[src/rtl/sdram_test_reporter.sv]
// Buffers SDRAM test records in a small FIFO and prints each as an ASCII hex
// line ("AAAAAA:DDDDDDDD P\r\n") over the uart tx_byte/tx_en/tx_ready handshake.
module sdram_test_reporter #(
  parameter int unsigned DEPTH       = 4,
  parameter int unsigned ADDR_DIGITS = 6,
  parameter int unsigned DATA_DIGITS = 8
) (
  input  logic        clk,
  input  logic        rst,
  input  logic        rec_valid,
  output logic        rec_ready,
  input  logic [22:0] rec_addr,
  input  logic [31:0] rec_data,
  input  logic        rec_fail,
  output logic [7:0]  tx_byte,
  output logic        tx_en,
  input  logic        tx_ready,
  output logic        busy,
  output logic        overflow
);

  localparam int unsigned PW       = (DEPTH > 1) ? $clog2(DEPTH) : 1;
  localparam int unsigned CW       = PW + 1;
  localparam int unsigned AW       = 4 * ADDR_DIGITS;
  localparam int unsigned DW       = 4 * DATA_DIGITS;
  localparam int unsigned LINE_LEN = ADDR_DIGITS + DATA_DIGITS + 5;
  localparam int unsigned IW       = $clog2(LINE_LEN);

  typedef enum logic [1:0] {IDLE, SEND, GAP} state_t;

  logic [22:0]   fifo_addr_q [DEPTH];
  logic [31:0]   fifo_data_q [DEPTH];
  logic          fifo_fail_q [DEPTH];
  logic [PW-1:0] wr_ptr_q, rd_ptr_q;
  logic [CW-1:0] count_q, count_d;

  state_t        state_q, state_d;
  logic [IW-1:0] char_idx_q, char_idx_d;
  logic [AW-1:0] line_addr_q;
  logic [DW-1:0] line_data_q;
  logic          line_fail_q;
  logic [7:0]    tx_byte_q, tx_byte_d;
  logic          tx_en_q, tx_en_d;
  logic          overflow_q;

  logic          push, pop;
  logic [7:0]    char_c;
  int unsigned   idx, sh;

  function automatic logic [7:0] hex_ascii(input logic [3:0] n);
    return (n < 4'd10) ? (8'h30 + {4'h0, n}) : (8'h37 + {4'h0, n});
  endfunction

  // rec_ready comes from the pre-pop count, so a full FIFO rejects even on a pop cycle
  assign rec_ready = (count_q != CW'(DEPTH));
  assign push      = rec_valid && rec_ready;
  assign pop       = (state_q == IDLE) && (count_q != '0);

  always_comb begin
    count_d = count_q;
    if (push && !pop) begin
      count_d = count_q + 1'b1;
    end else if (!push && pop) begin
      count_d = count_q - 1'b1;
    end
  end

  always_ff @(posedge clk) begin
    if (push) begin
      fifo_addr_q[wr_ptr_q] <= rec_addr;
      fifo_data_q[wr_ptr_q] <= rec_data;
      fifo_fail_q[wr_ptr_q] <= rec_fail;
    end
  end

  // Character selected by char_idx within the current line
  always_comb begin
    idx    = 32'(char_idx_q);
    sh     = 0;
    char_c = 8'h0A;
    if (idx < ADDR_DIGITS) begin
      sh     = 4 * (ADDR_DIGITS - 1 - idx);
      char_c = hex_ascii(4'(line_addr_q >> sh));
    end else if (idx == ADDR_DIGITS) begin
      char_c = 8'h3A;
    end else if (idx < ADDR_DIGITS + 1 + DATA_DIGITS) begin
      sh     = 4 * (ADDR_DIGITS + DATA_DIGITS - idx);
      char_c = hex_ascii(4'(line_data_q >> sh));
    end else if (idx == ADDR_DIGITS + DATA_DIGITS + 1) begin
      char_c = 8'h20;
    end else if (idx == ADDR_DIGITS + DATA_DIGITS + 2) begin
      char_c = line_fail_q ? 8'h46 : 8'h50;
    end else if (idx == ADDR_DIGITS + DATA_DIGITS + 3) begin
      char_c = 8'h0D;
    end
  end

  always_comb begin
    state_d    = state_q;
    char_idx_d = char_idx_q;
    tx_en_d    = 1'b0;
    tx_byte_d  = tx_byte_q;
    unique case (state_q)
      IDLE: begin
        if (count_q != '0) begin
          char_idx_d = '0;
          state_d    = SEND;
        end
      end
      SEND: begin
        if (tx_ready) begin
          tx_en_d   = 1'b1;
          tx_byte_d = char_c;
          state_d   = GAP;
        end
      end
      GAP: begin
        if (32'(char_idx_q) == LINE_LEN - 1) begin
          state_d = IDLE;
        end else begin
          char_idx_d = char_idx_q + 1'b1;
          state_d    = SEND;
        end
      end
      default: state_d = IDLE;
    endcase
  end

  always_ff @(posedge clk) begin
    if (rst) begin
      wr_ptr_q    <= '0;
      rd_ptr_q    <= '0;
      count_q     <= '0;
      state_q     <= IDLE;
      char_idx_q  <= '0;
      line_addr_q <= '0;
      line_data_q <= '0;
      line_fail_q <= 1'b0;
      tx_byte_q   <= 8'h00;
      tx_en_q     <= 1'b0;
      overflow_q  <= 1'b0;
    end else begin
      if (push) begin
        wr_ptr_q <= wr_ptr_q + 1'b1;
      end
      if (pop) begin
        rd_ptr_q    <= rd_ptr_q + 1'b1;
        line_addr_q <= AW'(fifo_addr_q[rd_ptr_q]);
        line_data_q <= DW'(fifo_data_q[rd_ptr_q]);
        line_fail_q <= fifo_fail_q[rd_ptr_q];
      end
      count_q    <= count_d;
      state_q    <= state_d;
      char_idx_q <= char_idx_d;
      tx_byte_q  <= tx_byte_d;
      tx_en_q    <= tx_en_d;
      if (rec_valid && !rec_ready) begin
        overflow_q <= 1'b1;
      end
    end
  end

  assign tx_byte  = tx_byte_q;
  assign tx_en    = tx_en_q;
  assign overflow = overflow_q;
  assign busy     = (count_q != '0) || (state_q != IDLE);

endmodule

[config.mk]
export PLATFORM = sky130hd
export DESIGN_NAME = sdram_test_reporter
export DESIGN_NICKNAME = d
export VERILOG_FILES = /design/src/rtl/sdram_test_reporter.sv
export SDC_FILE = /design/constraint.sdc
export NUM_CORES = 1
export LEC_CHECK = 0
export CORE_ASPECT_RATIO = 1.75
export CORE_MARGIN = 8
export CORE_UTILIZATION = 39
export DETAILED_ROUTE_END_ITERATION = 6
export PLACE_DENSITY = 0.6
export SLEW_MARGIN = 30
export SYNTH_ARGS = -nofsm -noshare
export SYNTH_HDL_FRONTEND = slang
export SYNTH_SLANG_ARGS = --single-unit
[constraint.sdc]
create_clock -name clk -period 3.9 [get_ports clk]
set_input_delay 0.78 -clock clk [delete_from_list [all_inputs] [get_ports clk]]
set_output_delay 0.78 -clock clk [all_outputs]
set_load 0.05 [all_outputs]
After elaboration in Yosys (flattened, before gate mapping)
Memory sizes are Yosys's and may differ from the RTL's. A register that Yosys moved wholly into a read port is not among the register bits.
Cells that the tools add are included.
{ "word_totals": {"ff_bits": 24, "mem_bits_rw": 224, "input_bits": 60, "word_cells": 79, "memories": 3} }
{ "mem_list": {"columns": ["name", "words", "word_bits", "read_ports", "rd_ports_with_merged_regs", "write_ports", "line_no", "source"], "rows": [
  ["fifo_data_q", 4, 32, 1, 1, 1, "32", "logic [31:0] fifo_data_q [DEPTH];"],
  ["fifo_addr_q", 4, 23, 1, 1, 1, "31", "logic [22:0] fifo_addr_q [DEPTH];"],
  ["fifo_fail_q", 4, 1, 1, 1, 1, "33", "logic fifo_fail_q [DEPTH];"]
]} }
{ "op_classes": {"add_sub_neg": 11, "order_cmp": 4, "eq_ne": 11, "shifts": 2, "n_mux": 21, "bitwise": 1, "n_reduce_logical": 18} }
{ "op_table": {"columns": ["cell", "count"], "rows": [
  ["$mux W7", 7],
  ["$shr A23 B32 Y4", 1],
  ["$shr A32 B32 Y4", 1],
  ["$add A6 B4 Y7 const A", 4],
  ["$eq A5 B5 Y1 const B", 3],
  ["$mux W5", 3],
  ["$pmux W5 S2", 1],
  ["$mux W3", 3],
  ["$lt A4 B4 Y1 const B", 2],
  ["$pmux W2 S3", 1],
  ["$reduce_bool A2 Y1", 3],
  ["$sub A3 B5 Y6 const A", 1],
  ["$sub A4 B5 Y6 const A", 1],
  ["$add A5 B1 Y5 const B", 1],
  ["$eq A5 B3 Y1 const B", 1],
  ["$eq A5 B4 Y1 const B", 1],
  ["$logic_and A1 B1 Y1", 5],
  ["$lt A5 B3 Y1 const B", 1],
  ["$lt A5 B4 Y1 const B", 1],
  ["$add A2 B1 Y2 const B", 2],
  ["$mux W1", 4],
  ["$mux W2", 2],
  ["$ne A2 B2 Y1 const B", 2],
  ["$reduce_and A2 Y1", 2],
  ["other kinds (13)", 15]
]} }

Logic depth before layout (Yosys ltp)
Gate-level depths: netlist (run 1).
{ "depth": {"word_depth": 7, "ltp_mapped": 13, "mapped_depth_nobuf": 11} }

Least setup slack after synthesis (run 1)
OpenSTA, ideal clock, no wires.
{ "synth_timing": {"kind": "register to register", "from": "reg char_idx_q[1]", "to": "reg tx_byte_q[4], in the netlist tx_byte[4]", "setup_ns": 0.120, "arrival_time_ns": 2.900, "t_required_ns": 3.780, "slack_ns": 0.880, "stages_incl_launch_ff": 13, "cell_sequence": "dfxtp_1 buf_2 inv_1 ha_1 buf_4 buf_4 mux2i_1 mux4_1 nand2b_1 ha_1 o21ai_0 a211oi_1 o31a_1"} }
{ "synth_via": {"elab_chain_len": 7} }
{ "synth_lines": {"columns": ["element", "line_no", "source"], "rows": [
  ["start, declared", "38", "logic [IW-1:0] char_idx_q, char_idx_d;"],
  ["start signal, assigned", "154", "char_idx_q <= char_idx_d;"],
  ["$sub A4 B5 Y6", "87", "sh = 4 * (ADDR_DIGITS + DATA_DIGITS - idx);"],
  ["$shr A32 B32 Y4", "88", "char_c = hex_ascii(4'(line_data_q >> sh));"],
  ["$add A6 B4 Y7 or $lt A4 B4 Y1 (tied branches)", "51", "return (n < 4'd10) ? (8'h30 + {4'h0, n}) : (8'h37 + {4'h0, n});"],
  ["$mux W7", "51", null],
  ["$mux W7", "86", "end else if (idx < ADDR_DIGITS + 1 + DATA_DIGITS) begin"],
  ["$mux W7", "84", "end else if (idx == ADDR_DIGITS) begin"],
  ["$mux W7 (*)", "81", "if (idx < ADDR_DIGITS) begin"],
  ["end signal, assigned", "155", "tx_byte_q <= tx_byte_d;"],
  ["end, declared", "42", "logic [7:0] tx_byte_q, tx_byte_d;"]
]} }
Every way passes the cells marked *; elsewhere a longest branch is shown, timed or not.
A chain may end at the register's enable or synchronous reset.

Final worst setup path (run 1)
{ "layout_timing": {"from": "reg char_idx_q[0]", "to": "reg tx_byte_q[4], in the netlist tx_byte[4]"} }
The elaborated chain is that of the path after synthesis.

==> flow_summary.json, run 1 <==
{
  "root_buffer": "clkbuf_16",
  "cpMaxStageDelayCell": "mux4_1",
  "start_util": 0.394,
  "p_int_uw": 6230,
  "rows": 85,
  "synth_compound_area_frac": 0.0589,
  "finalSetupViolCount": 0,
  "grt_max_degree": 60,
  "tritoncts": "yes",
  "num_io_pins": 72,
  "status": "completed",
  "yosys_warnings": 0,
  "synth_area_per_cell_sq_um": 15.2,
  "start_kind": "register",
  "cp_cell_sequence": "inv_1 -> ha_1 -> buf_4 -> mux2i_1 -> mux4_1 -> nand2b_1 -> ha_1 -> o21ai_0 -> a211oi_1 -> o31a_1",
  "crit_type": "reg2reg",
  "ctsResizeCount": 0,
  "rr_startpoint": "char_idx_q[0]$_SDFFE_PP0P_",
  "coreArea_sq_um": 30600,
  "utilization": 0.459,
  "ys_seq_area_frac": 0.688,
  "first_pass_iters": 4,
  "syn-cell-area_sq_um": 12100,
  "ir_worst_vdd_mv": 0.309,
  "gp_congestion": 0.878,
  "cts_htree_levels": 1,
  "finalClockSkew_ns": 0.0139,
  "synth_cell_types": 60,
  "ys_ff_latch": 303,
  "globalRouteOverflowTotal": 0,
  "dp.cells": 1224,
  "syn_inst": 797,
  "yosysMostFrequentCell": "edfxtp_1",
  "drcViolationCount": 0,
  "die_h_um": 249,
  "route.vias.total": 6648,
  "cp.arrival_ns": 3.54,
  "p_leak_uw": 0.00455,
  "ctsHoldBuffers": 0,
  "crit_path_frequent_cell": "ha_1",
  "fin_setup_tns_ns": 0,
  "wl_per_cell_um": 18.9,
  "final_cells": 1270,
  "synth_edf_count": 224,
  "numCtsBuffers": 26,
  "first_global_vias": 7132,
  "die_x_um": 149,
  "clkSinkCount": 303,
  "postCtsSetupBuffers": 0,
  "dp_hpwl_mm": 15.2,
  "switchingPower_uw": 2570,
  "power.density_nw_per_um2": 626,
  "clk_pin_slew_ns": 0.07,
  "netlist.area_leader.share": 0.557,
  "synth_area_leaders": "edfxtp_1 56%, dfxtp_1 13%, mux4_2 11%, nand2_1 4.2%, a21oi_1 2.9%",
  "antenna_found_initial": 0,
  "routed_wl_mm": 24.0,
  "portBuffers": 70,
  "min_period_ns": 3.10,
  "drive_gt1_frac": 0.148,
  "pwr-share-seq": 0.487,
  "synth_top_family_by_area": "multiplexers",
  "synth.mux.area_fraction": 0.130,
  "slew_viol_final": 0,
  "synth-xor-area-share": 0.00787,
  "finalNetCount": 936,
  "hp-start": "line_data_q[11]$_SDFFE_PP0P_",
  "clockBufferDepth": 3,
  "rr_worst_depth": 10,
  "tightest_slew_ns": 0.839,
  "path_delay_family": "adder cells",
  "async_flop_share": 0,
  "drt_iter0_drc": 330,
  "synthAdderAreaFrac": 0.0162,
  "slew_headroom": 0.441,
  "cp.depth": 10,
  "cpPeakStageDelay_ns": 0.58,
  "antenna_left": 0,
  "switching_share": 0.292,
  "synth_top_cells_by_count": "224 x edfxtp_1, 136 x nand2_1, 79 x dfxtp_1",
  "power.share.clock": 0.277,
  "rsz0062_at_grt": "no",
  "cap_violations": 0,
  "worst_slack_ns": 0.798,
  "crit_buf_inv": 2,
  "cp-end-kind": "register",
  "max_freq_mhz": 322,
  "yosys.area_share.simple": 0.0784,
  "crit_fanout": 10,
  "hold_violations": 0,
  "min_period_over_period": 0.795,
  "die_area_sq_um": 37100,
  "whs_ns": 0.452,
  "area_delta_synth_final_pct": 16.3,
  "comb_power_share": 0.236,
  "holdPathStages": 2,
  "hp-class": "reg2reg",
  "grt_pass1_wl_mm": 38.8,
  "yosys.area.top_type": "edfxtp_1",
  "ys.flop_type": "edfxtp_1",
  "crit_required_ns": 4.34,
  "fillCellCount": 2724,
  "clk_latency_ns": 0.54,
  "diodes": 0,
  "grt_use_total": 0.133,
  "place_ws_ns": 0.825,
  "synth_fp_nets": 872,
  "routed_via_density": 5.23,
  "critPathLaunch": "char_idx_q[0]$_SDFFE_PP0P_"
}
final timing paths:
check,endpoint,slack [ns]
max,tx_byte[4]$_SDFFE_PP0P_,0.80
min,line_data_q[11]$_SDFFE_PP0P_,0.45
max reg2reg,tx_byte[4]$_SDFFE_PP0P_,0.80
min reg2reg,line_data_q[11]$_SDFFE_PP0P_,0.45
registers in the layout (all words and copies together) (netlist names), 3 cells and up:
register     count
line_data_q     32
fifo_fail_q      4
tx_byte          7
fifo_addr_q     92
count_q          3
char_idx_q       5
line_addr_q     23
fifo_data_q    128
through the flow:
stage / instance area [sq um] / total power (uW)
finish: 14000 / 8800
global route: 14000 / 9310
CTS: 14000 / 8960
detailed placement: 13200 / 6510
global placement: 13200 / 6480
floorplan: 12100 / 5800
kinds of logic after synthesis:
family | count (synthesis)
compound gates | 116
xor+xnor | 10
fa+ha+maj | 15
buf+inv | 58
flops | 303
mux | 77
other cells | 1
simple gates | 217
routing by layer:
layer  track usage  vias up  routed length [um]  part of all wire
met1         0.154     3355                9590              0.40
li1              -     3143                   -                 -
met3        0.0215       35                1050             0.044
met2         0.237      115               12700              0.53
met5             0        -                   0                 0
met4        0.0524        0                 660             0.027
power groups by stage:
stage | clock, uW | sequential, uW | combinational [uW]
global placement | 0 | 4360 | 2120
floorplan | 0 | 4220 | 1580
detailed placement | 0 | 4370 | 2140
global route | 2630 | 4350 | 2320
finish | 2440 | 4280 | 2070
CTS | 2520 | 4300 | 2150
layout by cell type, fill, tap and decap left out, types with 5 or more instances in the layout:
master,netlist,final
buf_4,4,8
a31oi_1,5,5
inv_1,10,10
clkdlybuf4s50_1,0,69
a21oi_1,69,69
mux2i_1,12,12
edfxtp_1,224,224
clkbuf_16,0,26
o21ai_0,9,9
and3_2,1,5
dfxtp_1,79,77
nor2_1,34,34
xor2_1,5,5
clkbuf_1,30,8
nor2b_1,8,8
mux4_2,61,61
buf_12,0,6
nand2_1,136,136
ha_1,14,14
worst reg2reg max path: stages, from the launching register on:
cell and delay [ns]:
dfxtp_1 0.33, inv_1 0.12, ha_1 0.56, buf_4 0.26
mux2i_1 0.09, mux4_1 0.58, nand2b_1 0.19, ha_1 0.24
o21ai_0 0.26, a211oi_1 0.11, o31a_1 0.26
cell type report:
class	count	area, sq um	area share
Clock buffer	36	708	0.0504
Clock inverter	10	90.1	0.00641
Inverter	10	37.5	0.00267
Multi-Input combinational cell	436	3530	0.251
Sequential cell	303	8310	0.592
Tap cell	391	489	0.0348
Timing Repair Buffer	84	876	0.0624
(Power assumes the default switching activity.)
==> inputs of run 2 (changes only) <==
--- a/config.mk
+++ b/config.mk
@@ -9,7 +9,7 @@
 export CORE_MARGIN = 8
 export CORE_UTILIZATION = 39
 export DETAILED_ROUTE_END_ITERATION = 6
-export PLACE_DENSITY = 0.6
+export PLACE_DENSITY = 0.62
 export SLEW_MARGIN = 30
 export SYNTH_ARGS = -nofsm -noshare
 export SYNTH_HDL_FRONTEND = slang
==> constraint.sdc (replaced) <==
create_clock -name clk -period 2.8 [get_ports clk]
set_input_delay 0.56 -clock clk [delete_from_list [all_inputs] [get_ports clk]]
set_output_delay 0.56 -clock clk [all_outputs]
set_load 0.05 [all_outputs]
==> run 2 against run 1 <==
- register-to-register slack worse by 0.62 ns
- clock skew is 0.0043 ns higher
- worst setup slack worse by 0.66 ns
- clock power is 68% higher
- cell count is 1.1% higher
- worst hold slack worse by 0.00089 ns
- critical path depth is 7 lower
- combinational power is 46% higher
- highest routed layer unchanged
- sequential power is 37% higher
- first-iteration DRC count is 15% higher
- wire length is 1.5% higher
==> flow_summary.json, run 2 (same netlist as run 1, synthesis figures left out) <==
{
  "status": "completed",
  "finalSetupViolCount": 0,
  "worst_hold_path.endpoint": "line_data_q[27]$_SDFFE_PP0P_",
  "first_pass_iters": 6,
  "max_freq_mhz": 376,
  "globalRouteOverflowTotal": 0,
  "hold_violations": 0,
  "cp-end-kind": "output port",
  "gp_congestion": 0.894,
  "regMostFlops": "fifo_data_q",
  "grt_max_degree": 60,
  "die_x_um": 149,
  "rows": 85,
  "place_area_sq_um": 13300,
  "die_area_sq_um": 37100,
  "cap_violations": 0,
  "fillCellCount": 2707,
  "multiInputGateArea_sq_um": 3530,
  "clk_pin_slew_ns": 0.07,
  "min_period_over_period": 0.949,
  "rr_worst_depth": 10,
  "holdPathStages": 2,
  "tritoncts": "yes",
  "postCtsSetupBuffers": 0,
  "final_common_cell": "edfxtp_1",
  "drt_iter0_drc": 381,
  "crit_required_ns": 2.24,
  "clockBufferDepth": 3,
  "cp.arrival_ns": 2.10,
  "drive_gt1_frac": 0.170,
  "num_io_pins": 72,
  "coreArea_sq_um": 30600,
  "ir_worst_vdd_mv": 0.636,
  "rsz0062_at_grt": "no",
  "dp_hpwl_mm": 15.3,
  "slew_headroom": 0.525,
  "finalClockSkew_ns": 0.0182,
  "diodes": 0,
  "finalNetCount": 947,
  "dp.cells": 1233,
  "hp-class": "reg2reg",
  "portBuffers": 70,
  "grt_use_total": 0.134,
  "r2r_end": "tx_byte[4]$_SDFFE_PP0P_",
  "cts_htree_levels": 1,
  "area_delta_synth_final_pct": 18.8,
  "ff_latch_area_sq_um": 8320,
  "slew_viol_final": 0,
  "start_util": 0.394,
  "antenna_left": 0,
  "crit_type": "reg2out",
  "grt_pass1_wl_mm": 39.3,
  "die_h_um": 249,
  "first_global_vias": 7256,
  "antenna_found_initial": 0,
  "root_buffer": "clkbuf_16",
  "rr_startpoint": "char_idx_q[1]$_SDFFE_PP0P_",
  "hp-start": "line_data_q[27]$_SDFFE_PP0P_",
  "numCtsBuffers": 28,
  "largest_register_ffs": 128,
  "crit_fanout": 6,
  "routed_via_density": 5.22,
  "final_cells": 1284,
  "min_period_ns": 2.66,
  "power.density_nw_per_um2": 907,
  "reg_top3": "fifo_data_q x128, fifo_addr_q x92, line_data_q x32",
  "whs_ns": 0.451,
  "clk_latency_ns": 0.55,
  "layout_common_cells": "224 x edfxtp_1, 136 x nand2_1, 75 x dfxtp_1, 69 x a21oi_1, 69 x clkdlybuf4s50_1",
  "drcViolationCount": 0,
  "start_kind": "register",
  "clkSinkCount": 303,
  "route.vias.total": 6700,
  "p_leak_uw": 0.00470,
  "fin_setup_tns_ns": 0,
  "routed_wl_mm": 24.4,
  "tightest_slew_ns": 0.705,
  "finalInstanceArea_sq_um": 14300,
  "wl_per_cell_um": 19.0,
  "reg2reg_setup_slack_ns": 0.18
}
## run 2: cell count changes in the layout (fill, tap and decap cells not counted), sizes merged
cell	delta
clkinvlp	-1
bufinv	+5
clkinv	+2
buf	+9
inv	+1
clkbuf	-2
## run 2: final cells by class
class                   count  area share
clock buffers              34      0.0526
flip-flops and latches    303       0.580
repair buffers             93      0.0675
inverters                  10     0.00262
clock inverters            17      0.0173
multi-input cells         436       0.246
well taps                 391      0.0341
## run 2: report_power, final
group	switching (uW)	total (uW)	internal (uW)
registers	352	5880	5530
logic	1710	3030	1320
clock network	1610	4090	2470
total	3680	13000	9330
## run 2: through the flow
stage | util | power, uW | worst slack [ns]
detailed placement | 0.436 | 9110 | 0.147
global placement | 0.436 | 9070 | 0.189
global route | 0.468 | 13700 | 0.00481
floorplan | - | 8080 | 0.00600
finish | 0.468 | 13000 | 0.142
CTS | 0.468 | 13200 | 0.0992
## run 2: what timing repair did
item                                    4_1_cts  5_1_grt
endpoints found under the setup margin        0        1
resized for setup                             0        1
hold endpoints to repair                      0        0
hold buffers                                  0        0
## run 2: per-layer routing
metal | track usage | vias up | wire length [um]
li1 | - | 3165 | -
met1 | 0.155 | 3370 | 9890
met2 | 0.236 | 122 | 12900
met3 | 0.0220 | 43 | 944
met4 | 0.0565 | 0 | 694
met5 | 0 | - | 0
## run 2: how the worst max path moves through the flow
stage	slack, ns	start	cells past startpoint	end
floorplan	0.006	char_idx_q[0]$_SDFFE_PP0P_	12	tx_byte[2]$_SDFFE_PP0P_
global placement	0.19	rec_valid	8	count_q[2]$_SDFFE_PP0P_
detailed placement	0.15	char_idx_q[0]$_SDFFE_PP0P_	10	tx_byte[4]$_SDFFE_PP0P_
CTS	0.1	count_q[0]$_SDFFE_PP0P_	3	rec_ready
global route	0.005	char_idx_q[1]$_SDFFE_PP0P_	10	tx_byte[2]$_SDFFE_PP0P_
finish	0.14	count_q[0]$_SDFFE_PP0P_	3	rec_ready
## run 2: worst max-delay path: stages (launching register included)
cell,delay [ns]
dfxtp_1,0.45
nor2_1,0.11
nand2_1,0.15
clkdlybuf4s50_1,0.83
